`config.mk`:
```
export PLATFORM = sky130hd
export DESIGN_NAME = alu_24bit
export DESIGN_NICKNAME = d
export VERILOG_FILES = /design/src/rtl/alu_24bit.sv
export SDC_FILE = /design/constraint.sdc
export NUM_CORES = 1
export LEC_CHECK = 0
export ABC_AREA = 0
export CAP_MARGIN = 20
export CORE_MARGIN = 4
export CORE_UTILIZATION = 35
export CTS_CLUSTER_SIZE = 8
export DETAILED_ROUTE_END_ITERATION = 10
export PLACE_DENSITY = 0.66
export SLEW_MARGIN = 20
export SYNTH_ARGS = -nofsm -noshare
export SYNTH_HDL_FRONTEND = slang
export SYNTH_SLANG_ARGS = --single-unit
export TNS_END_PERCENT = 100
```
`constraint.sdc`:
```
create_clock -name clk -period 15.24 [get_ports clk]
set_input_delay 1.524 -clock clk [delete_from_list [all_inputs] [get_ports clk]]
set_output_delay 1.524 -clock clk [all_outputs]
set_load 0.03 [all_outputs]
```
`src/rtl/alu_24bit.sv`:
```
// ============================================================================
//  Module      : alu_24bit
//  Description : MIPS-style ALU built from ripple-carry 1-bit cells, with
//                AND/OR/ADD/LESS select and a registered result and carry.
//  Revision    : 1.0 - initial release
// ============================================================================
`default_nettype none

module alu_24bit #(
    parameter int WIDTH = 24
) (
    input  logic             clk,
    input  logic             rst_n,
    input  logic [WIDTH-1:0] a,
    input  logic [WIDTH-1:0] b,
    input  logic             cin,
    input  logic             binv,
    input  logic [WIDTH-1:0] less,
    input  logic             sel1,
    input  logic             sel0,
    output logic [WIDTH-1:0] result,
    output logic             co
);

    localparam logic [1:0] c_op_and  = 2'b00;
    localparam logic [1:0] c_op_or   = 2'b01;
    localparam logic [1:0] c_op_add  = 2'b10;
    localparam logic [1:0] c_op_less = 2'b11;

    logic [WIDTH-1:0] w_res;
    logic [WIDTH:0]   w_carry;
    logic [1:0]       w_sel;
    logic [WIDTH-1:0] r_result;
    logic             r_co;

    assign w_sel      = {sel1, sel0};
    assign w_carry[0] = cin;

    // One slice per bit; the carry chain ripples through every slice
    // regardless of the selected operation.
    for (genvar i = 0; i < WIDTH; i++) begin : g_cell
        logic w_bb;
        logic w_sum;

        assign w_bb           = b[i] ^ binv;
        assign w_sum          = a[i] ^ w_bb ^ w_carry[i];
        assign w_carry[i + 1] = (a[i] & w_bb) | (a[i] & w_carry[i]) | (w_bb & w_carry[i]);

        always_comb begin
            w_res[i] = 1'b0;
            case (w_sel)
                c_op_and:  w_res[i] = a[i] & w_bb;
                c_op_or:   w_res[i] = a[i] | w_bb;
                c_op_add:  w_res[i] = w_sum;
                c_op_less: w_res[i] = less[i];
                default:   w_res[i] = 1'b0;
            endcase
        end
    end

    always_ff @(posedge clk) begin
        if (!rst_n) begin
            r_result <= '0;
            r_co     <= 1'b0;
        end else begin
            r_result <= w_res;
            r_co     <= w_carry[WIDTH];
        end
    end

    assign result = r_result;
    assign co     = r_co;

endmodule

`default_nettype wire

```
==> impl_results.md, run 1 <==
- Number of global-route vias before repair: 2240
- Port bufs: 102
- Cell taking the most area after synthesis: ha_1
- Inserted Diodes: 0
- Root Driver: clkbuf_8
- Number of buffers created by CTS: 3
- Final Cycle Share: 78.1%
- Longest Clk Path Bufs: 2
- Pwr Density: 62.8 nW/um^2
- Postcts setup bufs: 0
- Clk slew on worst S/H paths: 0.10 ns
- Commonest non-fill, non-tap cell in the layout: clkdlybuf4s50_1
- Layout Cells excl Fill: 482
- Layout cell share with drive strength beyond 1: 2.11%
- Routed WL per cell: 13.2 um
- Hold path startpoint: less[6]
- Sequential fraction of the synthesis area: 18.1%
- Worst hold path type: input port to flip-flop
- Worst Path Max Fanout: 24
- Placed instance area: 3750 um^2
- GRT Residual Overflow: 0
- Fmax achieved: 84.0 MHz
- Via Count: 2122
- Final Hold Fails: 0
- Final Net Count: 531
- Area Overhead vs Synth: 37.7%
- Routed Antenna Nets: 0
- Placed cells: 478
- Kind of critical path: input port to flip-flop
- FF+latch count, synth: 25
- Chip width: 96.8 um
- Filler cell count: 750
- I/O pin count: 103
- Final setup viols: 0
- P_leak: 1.81 nW
- Commonest cells after routing, fill and taps aside: 100 x clkdlybuf4s50_1, 52 x inv_1, 48 x ha_1
- Most frequent CP cell: fa_1
- Peak supply drop: 0.0363 mV
- Slowest cell on crit path: buf_2
- H-tree depth: 1
- Hold depth: 3
- Initial drt markers: 45
- Run status: finished clean
- Yosys cell types: 20
- Setup TNS: 0 ns
- Drt pass-1 iters: 4
- Critical Path Source Type: input port
- Core area: 7690 um^2
- Synth area leaders: ha_1 22%, dfxtp_1 18%, fa_1 17%
- CTS Sinks: 25
- RePlAce Congestion: 0.771
- Cts repair resizes: 0
- Fin Hold WS: 1.88 ns
- Slew HR: 35.6%
- Die H: 96.8 um
- Yosys warns: 0
- Worst path max stage delay: 0.56 ns
- CP Buf/Inv Count: 5
- Mapped Cells: 289
- Avg Inst Size Synth: 9.55 um^2
- All-layer global routing usage: 13.7%
- CP Capture Type: flip-flop
- Largest net degree at the start of global routing: 74
- MaxCap Viol Count: 0
- Die area: 9370 um^2
- Max Slew Vio Count: 0
- Total routed wirelength: 6370 um
- Cell area after layout: 3800 um^2
- CTS tree: done
- Crit path time final: 11.90 ns
- Initial core utilization: 35.9%
- Via density per instance: 4.40
- Remaining DRCs: 0
- First-pass GRT wire length: 10600 um
- Initial antenna violation count: 0
- Top-area cell type share of the netlist area: 21.8%
- Kind of cell adding the most delay to the critical path: adder cells
- RSZ-0062 raised after global routing: no
- Row Count: 32
- Synthesized area: 2760 um^2
- Hold Buf Count CTS: 0
- Req. time, crit path: 15.42 ns
- Worst Tran Pin Value: 0.964 ns
- Hold endpoint: result[6]
- Syn_nets: 439
- DP HPWL: 4940 um
- Crit path DAT: 12.09 ns
## metal layers
layer | GRT usage [%] | part of all wire [%]
met1 | 18.3 | 47
met4 | 2.38 | 0.22
met2 | 22.3 | 45
met3 | 3.97 | 7.8
met5 | 0 | 0
## flip-flops by register name (all words and copies together) (netlist names)
signal  flops
result     24
co          1
## stage by stage
| stage | worst slack, ns | total power, mW | utilization (%) |
|---|---|---|---|
| after CTS | 3.29 | 0.244 | 49.4 |
| after global placement | 3.21 | 0.195 | 48.8 |
| final | 3.34 | 0.239 | 49.4 |
| after detailed placement | 2.99 | 0.199 | 48.8 |
| after global routing | 2.96 | 0.258 | 49.4 |
| after floorplan | 4.04 | 0.150 | - |
## cell families (layout without fill, tap and decap cells)
family / after synthesis / after routing / share of synthesized area (%)
adders and majority gates: 72 / 72 / 39.2
buffers and inverters: 68 / 159 / 12.7
AOI/OAI and AO/OA: 49 / 49 / 9.98
and+or+nand+nor: 28 / 28 / 3.99
DFF: 25 / 25 / 18.1
xor gates and xnor gates: 24 / 24 / 7.62
muxes: 23 / 23 / 8.34
## how the worst max path moves through the flow
stage	startpoint	to	slack, ns	depth (start not counted)
after floorplan	binv	result[23]	4.04	32
final	binv	result[23]	3.34	32
after detailed placement	binv	result[23]	2.99	32
after global placement	binv	result[23]	3.21	32
after CTS	binv	result[23]	3.29	32
after global routing	binv	result[23]	2.96	32
## tightest hold or removal path: stages
cell and delay [ns]:
clkdlybuf4s50_1 0.39, a21oi_1 0.12, o22ai_1 0.08
## synth_stat cells
cell and instances:
clkbuf_1 2, nand2b_1 1, buf_12 2, mux2i_1 23, buf_2 2, ha_1 48, o21ai_0 1, buf_8 2
dfxtp_1 25, buf_4 4, o22ai_1 24, fa_1 24, nor2_1 24, clkbuf_2 1, xor2_1 24, a21oi_1 24
inv_1 52, buf_6 3, nand2_1 2, nor2b_1 1
## power by group
| group | internal, mW | switching, mW | leakage (nW) |
|---|---|---|---|
| clock network | 0.0186 | 0.0249 | 0.0217 |
| logic | 0.0582 | 0.0620 | 1.58 |
| registers | 0.0727 | 0.00220 | 0.208 |
| total | 0.150 | 0.0891 | 1.81 |
## cell type report
class	instances	area, um^2	share of cell area [%]
flip-flops and latches	25	500	13.2
inverters	52	195	5.14
clock buffers	3	41.3	1.09
repair buffers	103	1020	26.8
clock inverters	1	7.51	0.198
well taps	102	128	3.36
multi-input cells	196	1910	50.2
Note: power is estimated with default switching activity, not from simulation.
==> run 2, diff against run 1 <==
Settings changed: PLACE_DENSITY 0.66 to 0.68.
Clock period 15.24 ns to 10.85 ns, I/O delays scaled along.
==> run 2 against run 1 <==
Sequential share of layout area fell by 0.40 points. Highest routed layer unchanged. Clock power rose by 41%. Largest cell class unchanged. Combinational power rose by 48%. Cell count rose by 2.1%. Die area did not move. Largest power group unchanged. Hold slack got worse by 0.43 ns. Critical endpoint unchanged. Sequential power rose by 42%. Final area rose by 3.2%. Critical path depth did not move.
==> impl_results.md, run 2 (synthesized netlist as in run 1, its figures left out) <==
- Pwr Density: 88.0 nW/um^2 (was 62.8 nW/um^2)
- Clk slew on worst S/H paths: 0.11 ns (was 0.10 ns)
- Dpl ws: -0.775 ns (was 2.99 ns)
- Largest net degree at the start of global routing: 74 (unchanged)
- Max Slew Vio Count: 0 (unchanged)
- H-tree depth: 1 (unchanged)
- Die H: 96.8 um (unchanged)
- Switching Fraction: 37.3% (about the same)
- Initial drt markers: 55 (was 45)
- Max FFs per register: 24 (unchanged)
- Drt pass-1 iters: 4 (unchanged)
- I/O pin count: 103 (unchanged)
- Worst Tran Pin Value: 0.963 ns (was 0.964 ns)
- Combinational power share: 51.5% (was 50.4%)
- Initial antenna violation count: 0 (unchanged)
- All-layer global routing usage: 13.9% (was 13.7%)
- Fmax achieved: 95.0 MHz
- Via density per instance: 4.45 (was 4.40)
- Commonest non-fill, non-tap cell in the layout: clkdlybuf4s50_1 (unchanged)
- Number of buffers created by CTS: 3 (unchanged)
- Pwr Total: 0.345 mW (was 0.239 mW)
- Commonest cells after routing, fill and taps aside: 101 x clkdlybuf4s50_1, 52 x inv_1, 48 x ha_1 (was 100 x clkdlybuf4s50_1, 52 x inv_1, 48 x ha_1)
- Worst hold path type: input port to flip-flop (unchanged)
- Critical Path Source Type: input port (unchanged)
- Layout Cells excl Fill: 492 (was 482)
- Die area: 9370 um^2 (unchanged)
- Initial core utilization: 35.9% (unchanged)
- Clock power frac: 17.8% (was 18.2%)
- Peak supply drop: 0.0426 mV (was 0.0363 mV)
- Remaining DRCs: 0 (unchanged)
- RePlAce Congestion: 0.762 (was 0.771)
- Number of global-route vias before repair: 2234 (was 2240)
- Kind of critical path: input port to flip-flop (unchanged)
- Slew HR: 35.6% (about the same)
- Sequential Power Share: 30.7% (was 31.4%)
- Req. time, crit path: 11.04 ns (was 15.42 ns)
- RSZ-0062 raised after global routing: no (unchanged)
- Area Overhead vs Synth: 42.1% (was 37.7%)
- Final setup viols: 0 (unchanged)
- Core area: 7690 um^2 (unchanged)
- Placed cells: 487 (was 478)
- Inserted Diodes: 0 (unchanged)
- DP HPWL: 5140 um (was 4940 um)
- Fin Hold WS: 1.45 ns (was 1.88 ns)
- Multi-input logic area: 1950 um^2 (was 1910 um^2)
- First-pass GRT wire length: 10800 um (was 10600 um)
- Internal: 0.216 mW (was 0.150 mW)
- Row Count: 32 (unchanged)
- MaxCap Viol Count: 0 (unchanged)
- Layout cell share with drive strength beyond 1: 8.46% (was 2.11%)
- Register area: 500 um^2 (unchanged)
- Hold path startpoint: less[5] (was less[6])
- Routed Antenna Nets: 0 (unchanged)
- Most frequent CP cell: fa_2 (was fa_1)
- Crit path time final: 10.53 ns
- Final Cycle Share: 97.0%
- Port bufs: 102 (unchanged)
- CP Launch Point: binv (unchanged)
- Setup ws final: 0.323 ns (was 3.34 ns)
- CP Capture Type: flip-flop (unchanged)
- Final Hold Fails: 0 (unchanged)
- Chip width: 96.8 um (unchanged)
- CTS tree: done (unchanged)
- Slowest cell on crit path: clkdlybuf4s50_1 (was buf_2)
- Longest Clk Path Bufs: 2 (unchanged)
- Fin util: 51.0% (was 49.4%)
- Crit path DAT: 10.72 ns (was 12.09 ns)
- Run status: finished clean (unchanged)
- Worst path max stage delay: 0.44 ns (was 0.56 ns)
- Routed WL per cell: 13.5 um (was 13.2 um)
- Total routed wirelength: 6640 um (was 6370 um)
- Final Net Count: 541 (was 531)
- Via Count: 2191 (was 2122)
- Filler cell count: 728 (was 750)
- Worst Path Max Fanout: 2 (was 24)
- Psw: 0.129 mW (was 0.0891 mW)
- Root Driver: clkbuf_8 (unchanged)
- GRT Residual Overflow: 0 (unchanged)
- CTS Sinks: 25 (unchanged)
- P_leak: 1.85 nW (was 1.81 nW)
==> run 2: worst max-delay path, delay by kind of cell <==
kind / cells / cell delay (ns)
XOR/XNOR: 1 / 0.18
buffers and inverters: 5 / 0.72
AO/OA/AOI/OAI: 1 / 0.18
adder cells (fa/ha/maj): 24 / 8.46
multiplexers: 1 / 0.06
==> run 2: layout make-up <==
type                    count  share of cell area [%]
clock inverters             1                   0.192
inverters                  52                    4.98
flip-flops and latches     25                    12.8
multi-input cells         196                    49.7
clock buffers               3                    1.05
well taps                 102                    3.26
repair buffers            113                    28.0
==> run 2: path summary, 6_finish.rpt <==
kind | to | slack, ns | cells after the start
min | result[5] | 1.45 | 3
max | result[23] | 0.32 | 32
==> run 2: power by group through the flow <==
| stage | combinational, mW | clock (mW) | sequential (mW) |
|---|---|---|---|
| finish | 0.178 | 0.0615 | 0.106 |
| global route | 0.200 | 0.0677 | 0.107 |
| detailed placement | 0.176 | 0 | 0.107 |
| floorplan | 0.0824 | 0 | 0.128 |
| global placement | 0.170 | 0 | 0.108 |
| CTS | 0.179 | 0.0642 | 0.106 |
==> run 2: metal layers <==
| layer | vias to the layer above | global-route usage [%] | wire length (um) |
|---|---|---|---|
| li1 | 1104 | - | - |
| met1 | 1014 | 17.7 | 2940 |
| met2 | 71 | 24.4 | 3280 |
| met3 | 2 | 3.39 | 413 |
| met4 | 0 | 1.62 | 10 |
| met5 | - | 0 | 0 |
==> run 2: per-stage QoR <==
step / TNS [ns] / instance area (um^2)
floorplan: 0 / 2760
global placement: -0.942 / 3820
global route: 0 / 3920
CTS: 0 / 3890
detailed placement: -1.46 / 3820
finish: 0 / 3920
==> run 2: what timing repair did <==
action,in CTS,in global routing
pin swaps,0,1
setup endpoints to repair,3,1
hold buffers,0,0
gates resized for setup,10,6
buffers inserted,0,1
